`src/rtl/instr_encode_loader.sv`:
```
// Packs abstract instructions into 32-bit words and streams them into instruction memory.
// Define INSTR_LOADER_CHECKSUM_EN to keep a running XOR of written words on checksum.
module instr_encode_loader #(
  parameter int          ADDR_WIDTH = 8,
  parameter int unsigned BASE_ADDR  = 0
) (
  input  logic                  clk,
  input  logic                  reset,
  input  logic                  start,
  input  logic                  in_valid,
  output logic                  in_ready,
  input  logic                  in_last,
  input  logic [4:0]            op_sel,
  input  logic [4:0]            rs,
  input  logic [4:0]            rt,
  input  logic [4:0]            rd,
  input  logic [4:0]            shamt,
  input  logic [15:0]           imm,
  input  logic [25:0]           target,
  output logic                  imem_we,
  output logic [ADDR_WIDTH-1:0] imem_addr,
  output logic [31:0]           imem_wdata,
  output logic                  cpu_hold,
  output logic                  busy,
  output logic                  done,
  output logic                  err,
  output logic [ADDR_WIDTH:0]   word_count,
  output logic [31:0]           checksum
);

  typedef enum logic [1:0] {IDLE, LOAD, DRAIN, DONE} state_t;
  typedef enum logic [1:0] {FMT_R, FMT_I, FMT_J} fmt_t;

  localparam logic [ADDR_WIDTH-1:0] BASE     = BASE_ADDR[ADDR_WIDTH-1:0];
  localparam logic [ADDR_WIDTH:0]   LAST_IDX = {1'b0, {ADDR_WIDTH{1'b1}}};

  state_t                state;
  logic [ADDR_WIDTH-1:0] ptr;
  logic [ADDR_WIDTH:0]   acc_cnt;
  logic                  we_q;
  logic                  accept;
  logic                  enc_legal;
  logic [31:0]           enc_word;
  logic [5:0]            opcode;
  logic [5:0]            funct;
  fmt_t                  fmt;

  // A restart or reset in the write cycle cancels the strobe already queued.
  assign imem_we  = we_q && !start && !reset;
  assign in_ready = (state == LOAD) && (acc_cnt <= LAST_IDX) && !start && !reset;
  assign accept   = in_valid && in_ready;

  always_comb begin
    enc_legal = 1'b1;
    opcode    = 6'b000000;
    funct     = 6'b000000;
    fmt       = FMT_R;
    case (op_sel)
      5'd0:  funct = 6'b100000;
      5'd1:  funct = 6'b100010;
      5'd2:  funct = 6'b101010;
      5'd3:  funct = 6'b100100;
      5'd4:  funct = 6'b100101;
      5'd5:  funct = 6'b100110;
      5'd6:  funct = 6'b000001;
      5'd7:  funct = 6'b000010;
      5'd8:  funct = 6'b000011;
      5'd9:  funct = 6'b000100;
      5'd10: funct = 6'b000110;
      5'd11: funct = 6'b100001;
      5'd12: funct = 6'b011000;
      5'd13: begin fmt = FMT_I; opcode = 6'b001000; end
      5'd14: begin fmt = FMT_I; opcode = 6'b001100; end
      5'd15: begin fmt = FMT_I; opcode = 6'b001101; end
      5'd16: begin fmt = FMT_I; opcode = 6'b001010; end
      5'd17: begin fmt = FMT_I; opcode = 6'b001110; end
      5'd18: begin fmt = FMT_I; opcode = 6'b100011; end
      5'd19: begin fmt = FMT_I; opcode = 6'b101011; end
      5'd20: begin fmt = FMT_I; opcode = 6'b000100; end
      5'd21: begin fmt = FMT_I; opcode = 6'b000101; end
      5'd22: begin fmt = FMT_J; opcode = 6'b000010; end
      5'd23: begin fmt = FMT_J; opcode = 6'b000011; end
      5'd24: begin fmt = FMT_I; opcode = 6'b111101; end
      5'd25: begin fmt = FMT_I; opcode = 6'b111111; end
      5'd26: begin fmt = FMT_I; opcode = 6'b111110; end
      default: enc_legal = 1'b0;
    endcase
    case (fmt)
      FMT_I:   enc_word = {opcode, rs, rt, imm};
      FMT_J:   enc_word = {opcode, target};
      default: enc_word = {6'b000000, rs, rt, rd, shamt, funct};
    endcase
  end

  always_ff @(posedge clk) begin
    if (reset) begin
      state      <= IDLE;
      ptr        <= BASE;
      acc_cnt    <= '0;
      we_q       <= 1'b0;
      imem_addr  <= '0;
      imem_wdata <= '0;
      word_count <= '0;
      busy       <= 1'b0;
      done       <= 1'b0;
      err        <= 1'b0;
      cpu_hold   <= 1'b1;
    end else if (start) begin
      state      <= LOAD;
      ptr        <= BASE;
      acc_cnt    <= '0;
      we_q       <= 1'b0;
      word_count <= '0;
      busy       <= 1'b1;
      done       <= 1'b0;
      err        <= 1'b0;
      cpu_hold   <= 1'b1;
    end else begin
      we_q <= 1'b0;
      if (we_q) word_count <= word_count + 1'b1;
      case (state)
        LOAD: begin
          if (accept) begin
            acc_cnt <= acc_cnt + 1'b1;
            if (enc_legal) begin
              we_q       <= 1'b1;
              imem_addr  <= ptr;
              imem_wdata <= enc_word;
              ptr        <= ptr + 1'b1;
            end else begin
              err <= 1'b1;
            end
            // Filling the last slot ends the load just like an explicit last item.
            if (!enc_legal || in_last || acc_cnt == LAST_IDX) state <= DRAIN;
          end
        end
        DRAIN: begin
          state    <= DONE;
          busy     <= 1'b0;
          done     <= 1'b1;
          cpu_hold <= err;
        end
        default: ;
      endcase
    end
  end

`ifdef INSTR_LOADER_CHECKSUM_EN
  always_ff @(posedge clk) begin
    if (reset || start) checksum <= '0;
    else if (we_q)      checksum <= checksum ^ imem_wdata;
  end
`else
  assign checksum = '0;
`endif

endmodule

```
`config.mk`:
```
export PLATFORM = sky130hd
export DESIGN_NAME = instr_encode_loader
export DESIGN_NICKNAME = d
export VERILOG_FILES = /design/src/rtl/instr_encode_loader.sv
export SDC_FILE = /design/constraint.sdc
export NUM_CORES = 1
export LEC_CHECK = 0
export ABC_CLOCK_PERIOD_IN_PS = 7100
export CORE_ASPECT_RATIO = 1.2
export CORE_MARGIN = 8
export CORE_UTILIZATION = 40
export CTS_CLUSTER_SIZE = 28
export DETAILED_ROUTE_END_ITERATION = 6
export GPL_TIMING_DRIVEN = 0
export PLACE_DENSITY = 0.85
export SLEW_MARGIN = 20
export SYNTH_ARGS = -nofsm -noshare
export SYNTH_HDL_FRONTEND = slang
export SYNTH_SLANG_ARGS = --single-unit
```
`constraint.sdc`:
```
create_clock -name clk -period 7.1 [get_ports clk]
set_clock_uncertainty 0.1 [all_clocks]
set_input_delay 1.775 -clock clk [delete_from_list [all_inputs] [get_ports clk]]
set_output_delay 1.775 -clock clk [all_outputs]
set_load 0.03 [all_outputs]
```
; ---- After elaboration in Yosys (flattened, before gate mapping)
; Cells that the tools add are included.
[word_totals]
ff_bits = 73
latch_bits = 0
mem_bits_rw = 0
rom_bits = 0
input_bits = 72
output_inout_bits = 87
elab_cells = 93
mem_count = 0
[classes]
addsub = 3
multipliers = 0
div = 0
magnitude_cmp = 1
n_eq_ne = 35
shift = 0
muxes = 12
bitwise_logic = 4
n_reduce_logical = 26
[op_table]
columns = cell, n
row1 = 6-bit one-hot mux with 14 select lines, 1
row2 = 6-bit one-hot mux with 13 select lines, 1
row3 = 32-bit one-hot mux with 2 select lines, 1
row4 = "5-bit == test, second input constant", 11
row5 = "5-bit by 4-bit == test with 1-bit output, second input constant", 8
row6 = 27-bit OR reduction, 1
row7 = "5-bit by 3-bit == test with 1-bit output, second input constant", 4
row8 = "9-bit by 1-bit adder with 9-bit output, second input constant", 2
row9 = 3-bit AND reduction, 4
row10 = 12-bit OR reduction, 1
row11 = "5-bit by 2-bit == test with 1-bit output, second input constant", 2
row12 = "9-bit by 8-bit == test with 1-bit output, second input constant", 1
row13 = "9-bit by 8-bit <= comparator with 1-bit output, second input constant", 1
row14 = "8-bit by 1-bit adder with 8-bit output, second input constant", 1
row15 = 2-bit one-hot mux with 2 select lines, 2
row16 = 1-bit logical AND, 6
row17 = "5-bit by 1-bit == test with 1-bit output, second input constant", 1
row18 = 5-bit logical NOT, 1
row19 = 1-bit two-way mux, 5
row20 = "2-bit by 1-bit == test with 1-bit output, second input constant", 2
row21 = "2-bit == test, second input constant", 2
row22 = 2-bit two-way mux, 2
row23 = 1-bit inverter, 4
row24 = 4-bit AND reduction, 1
row25 = 11 further kinds, 16

; ---- Logic depth before layout (Yosys ltp)
; Gate-level depths: netlist of the first run.
[depth]
ltp_word = 10
mapped_depth = 13
depth_no_buf = 10

; ---- Least setup slack after synthesis of the first run
; OpenSTA, ideal clock, no wires.
[synth_timing]
path_kind = in2out
from = in reset
to = out imem_we
arrival_time_ps = 2520
t_required_ps = 5225
setup_slack_ps = 2705
cell_stages = 3
path_buffers = 1
cell_sequence = buf_2 > nor2_1 > and2_1
[synth_between]
elab_chain_cells = 2
[synth_rtl]
columns = element, line_no
row1 = from (decl), 8  ; input logic reset,
row2 = 1-bit logical NOT, 49  ; assign imem_we = we_q && !start && !reset;
row3 = 1-bit logical AND, 49
row4 = to (decl), 20  ; output logic imem_we,
; Every way passes these cells.

; ---- Worst setup path in the final report of the first run
[layout_timing]
from = in start
to = out imem_we
[layout_between]
elab_chain_cells = 3
[layout_rtl]
columns = element, line_no
row1 = from (decl), 9  ; input logic start,
row2 = 1-bit logical NOT, 49
row3 = 1-bit logical AND (2 in series), 49
; Every way passes these cells.

==> impl_metrics.json, run 1 <==
{
  "pin_count": 159,
  "layout.nets": 702,
  "std_cell_rows": 39,
  "start_kind": "primary input",
  "hold_slack_ns": 0.375,
  "cts_sinks": 73,
  "avgSynthCellArea_um2": 8.35,
  "slowest_delay_ns": 0.67,
  "use_met3_pct": 8.76,
  "hold_class": "flip-flop to flip-flop",
  "routed_wl_mm": 12.2,
  "cts_root_buf": "clkbuf_16",
  "post-route-drc-count": 0,
  "synth_cells": 458,
  "worstMarginPinSlew_ns": 0.673,
  "cap_violations": 0,
  "dieHeight_um": 123,
  "clk_latency_ns": 0.34,
  "die_area_mm2": 0.0130,
  "fin_area_mm2": 0.00562,
  "criticalPathCategory": "primary input to output port",
  "crit_family": "buffers and inverters",
  "worstSetupEndpointType": "output port",
  "r2r-end": "imem_wdata[2]",
  "ys_async_sr_fraction_pct": 0,
  "finish.utilization_pct": 59.7,
  "grt_max_degree": 16,
  "antenna_left": 0,
  "met1_usage_pct": 18.6,
  "grt_pass1_vias": 4083,
  "cp_data_arrival_time_ns": 3.67,
  "power_mw": 1.03,
  "h-tree-depth": 3,
  "viasPerCell": 5.11,
  "grt_usage_pct": 18.6,
  "fin_setup_tns_ns": 0,
  "cp.required_ns": 5.22,
  "synth_top_area_cell": "dfxtp_1",
  "synth-seq-area-share_pct": 38.2,
  "first_pass_iters": 6,
  "intPower_uw": 737,
  "cts_buffer_depth": 2,
  "slew_violations": 0,
  "rsz0062_at_grt": "false",
  "portBuffers": 124,
  "use_met2_pct": 32.8,
  "drive_gt1_share_pct": 11.1,
  "routabilityCongestion": 0.911,
  "critPathBufInv": 2,
  "antenna_found_initial": 0,
  "place_inst": 736,
  "reg2reg_from": "acc_cnt[4]",
  "path_clk_slew_ns": 0.06,
  "die_x_um": 105,
  "diodes": 0,
  "hold_depth": 2,
  "rr_worst_depth": 9,
  "hold_violations": 0,
  "outcome": "completed",
  "synthDistinctLibCells": 49,
  "min_from": "done",
  "dp_hpwl_mm": 9.66,
  "finalSetupViolCount": 0,
  "cts_setup_buffers": 0,
  "grt_pass1_wl_mm": 19.6,
  "min_period_over_period_pct": 78.1,
  "worstHoldEndpoint": "done",
  "seqPwrFrac_pct": 40.4,
  "cts-resized-gates": 0,
  "p_sw_share_pct": 28.5,
  "final_cells": 752,
  "ys_ff_latch": 73,
  "syn_area_mm2": 0.00382,
  "timing.critical_path.fanout_max": 7,
  "start_util_pct": 40.6,
  "clkPwrFrac_pct": 42.4,
  "fmax_mhz": 180,
  "hold_buffers": 0,
  "coreArea_mm2": 0.00942,
  "crit_top_cell": "clkdlybuf4s50_1",
  "pwr-share-comb_pct": 17.3,
  "fin_crit_ns": 5.55,
  "irDropWorstVdd_mv": 0.124,
  "setup_ws_ns": 1.55,
  "vias": 3839,
  "syn2layout_area_growth_pct": 47.0,
  "synth_flop_cell": "dfxtp_1",
  "p_leak_nw": 2.10,
  "p_switching_uw": 294,
  "pre_cts_slack_ns": 1.55,
  "grt_most_used_layer": "met2",
  "synth_warnings": 0,
  "synth_edf_count": 0,
  "initialDrtViolationCount": 215,
  "dpl_cell_area_mm2": 0.00533,
  "wire_per_inst_um": 16.2,
  "synth_area_leaders": "dfxtp_1 38%, nor2_1 7.0%, buf_4 6.9%",
  "tritoncts.num_buffers": 9,
  "slew_headroom_pct": 55.0,
  "cts_tree": "done",
  "grt_overflow": 0,
  "slowest_stage": "clkdlybuf4s50_1",
  "crit_chain": "clkdlybuf4s50_1 -> nor2_1 -> and2_1 -> clkdlybuf4s50_1",
  "power-per-cell-area_mw_per_mm2": 184,
  "r2r_setup_slack_ns": 4.51,
  "synth_top_area_share_pct": 38.2
}
[cell type report]
cell class	count	area, um2
fill	816	3800
multi-input combinational	344	2070
sequential	73	1460
timing repair buffer	124	1240
buffer	64	378
clock buffer	9	225
tap	123	154
clock inverter	7	61.3
inverter	8	30.0
[flip-flops by register name (all words and copies together), names as in the netlist, 2 cells and up]
signal,cells
state,2
imem_addr,8
imem_wdata,32
acc_cnt,9
word_count,9
ptr,8
[power groups by stage]
stage                     Combinational (mW)  Clock (mW)  Sequential, mW
after detailed placement               0.175           0           0.426
after floorplan                       0.0983           0           0.433
final                                  0.178       0.437           0.417
after global routing                   0.191       0.460           0.417
after CTS                              0.176       0.442           0.417
after global placement                 0.172           0           0.426
[worst max path at each step]
stage | slack (ns) | end | depth (start not counted) | start
6_report | 1.55 | imem_we | 4 | start
4_1_cts | 1.54 | imem_we | 4 | start
5_1_grt | 1.44 | imem_we | 4 | start
3_3_place_gp | 1.57 | imem_we | 4 | start
3_5_place_dp | 1.55 | imem_we | 4 | start
2_1_floorplan | 2.71 | imem_we | 3 | reset
[cell usage in the layout (no fill, tap or decap), drive strengths merged, types with 5 or more instances in the layout]
cell type	n
conb	32
dfxtp	73
ha	6
clkbuf	29
inv	12
o21ai	24
nor2b	6
nand4	7
nand2	33
a21oi	19
nand2b	10
nand3	8
nor2	71
a211oi	17
buf	44
mux2i	26
a31o	5
a22oi	24
clkdlybuf4s50	124
xor2	5
xnor2	8
[logic make-up (layout without fill, tap and decap cells)]
kind of cell | Yosys count | in the layout | share of synthesized area, %
DFF | 73 | 73 | 38.2
and+or+nand+nor | 160 | 160 | 20.6
adders and majority gates | 6 | 6 | 1.96
xor gates and xnor gates | 13 | 13 | 2.98
muxes | 26 | 26 | 6.81
buffers and inverters | 72 | 212 | 10.7
other | 1 | 32 | 0.0981
AOI/OAI and AO/OA | 107 | 107 | 18.7
[metal layers]
metal | vias to the layer above | share of wire (%)
met5 | - | 0
met4 | 0 | 2.3
met3 | 22 | 11
met2 | 172 | 48
met1 | 1770 | 39
li1 | 1875 | -
[cells in the mapped netlist, types with 2 or more instances]
cell / count
nand2_1: 33
a22oi_1: 24
a211oi_1: 17
a31oi_1: 3
nor4_1: 2
nor3_1: 3
nor2_1: 71
buf_2: 5
xor2_1: 5
nand3_1: 8
nand2b_1: 10
o22ai_1: 2
and2_1: 2
mux2i_1: 26
xnor2_1: 8
buf_4: 35
or3_1: 3
inv_1: 8
nor4b_4: 2
dfxtp_1: 73
o21ai_0: 23
and4_1: 2
and3_1: 3
buf_1: 4
or2_2: 4
a21oi_1: 19
a31o_2: 5
nor2b_1: 6
ha_1: 6
clkbuf_1: 20
o21a_1: 2
nand4_1: 7
[worst min-delay path: cells and delay by family (launching register included)]
family | cells | cell delay [ns]
flip-flops | 1 | 0.32
AND/OR/NAND/NOR | 2 | 0.12
No activity file was read; power rests on OpenSTA's default activity.
==> run 2: changes to the inputs <==
--- a/config.mk
+++ b/config.mk
@@ -5,7 +5,7 @@
 export SDC_FILE = /design/constraint.sdc
 export NUM_CORES = 1
 export LEC_CHECK = 0
-export ABC_CLOCK_PERIOD_IN_PS = 7100
+export ABC_CLOCK_PERIOD_IN_PS = 5700
 export CORE_ASPECT_RATIO = 1.2
 export CORE_MARGIN = 8
 export CORE_UTILIZATION = 40
==> constraint.sdc (replaced) <==
create_clock -name clk -period 5.7 [get_ports clk]
set_clock_uncertainty 0.1 [all_clocks]
set_input_delay 1.425 -clock clk [delete_from_list [all_inputs] [get_ports clk]]
set_output_delay 1.425 -clock clk [all_outputs]
set_load 0.03 [all_outputs]
==> results of run 2 <==
Same layout as run 1 (identical final DEF). Status: completed.
Main changes from that run: setup slack after placement 1.55 ns -> 0.790 ns; setup slack after layout 1.55 ns -> 0.854 ns; register-to-register setup slack 4.51 ns -> 3.11 ns; total power 1.03 mW -> 1.28 mW; worst IR drop on VDD 0.124 mV -> 0.155 mV
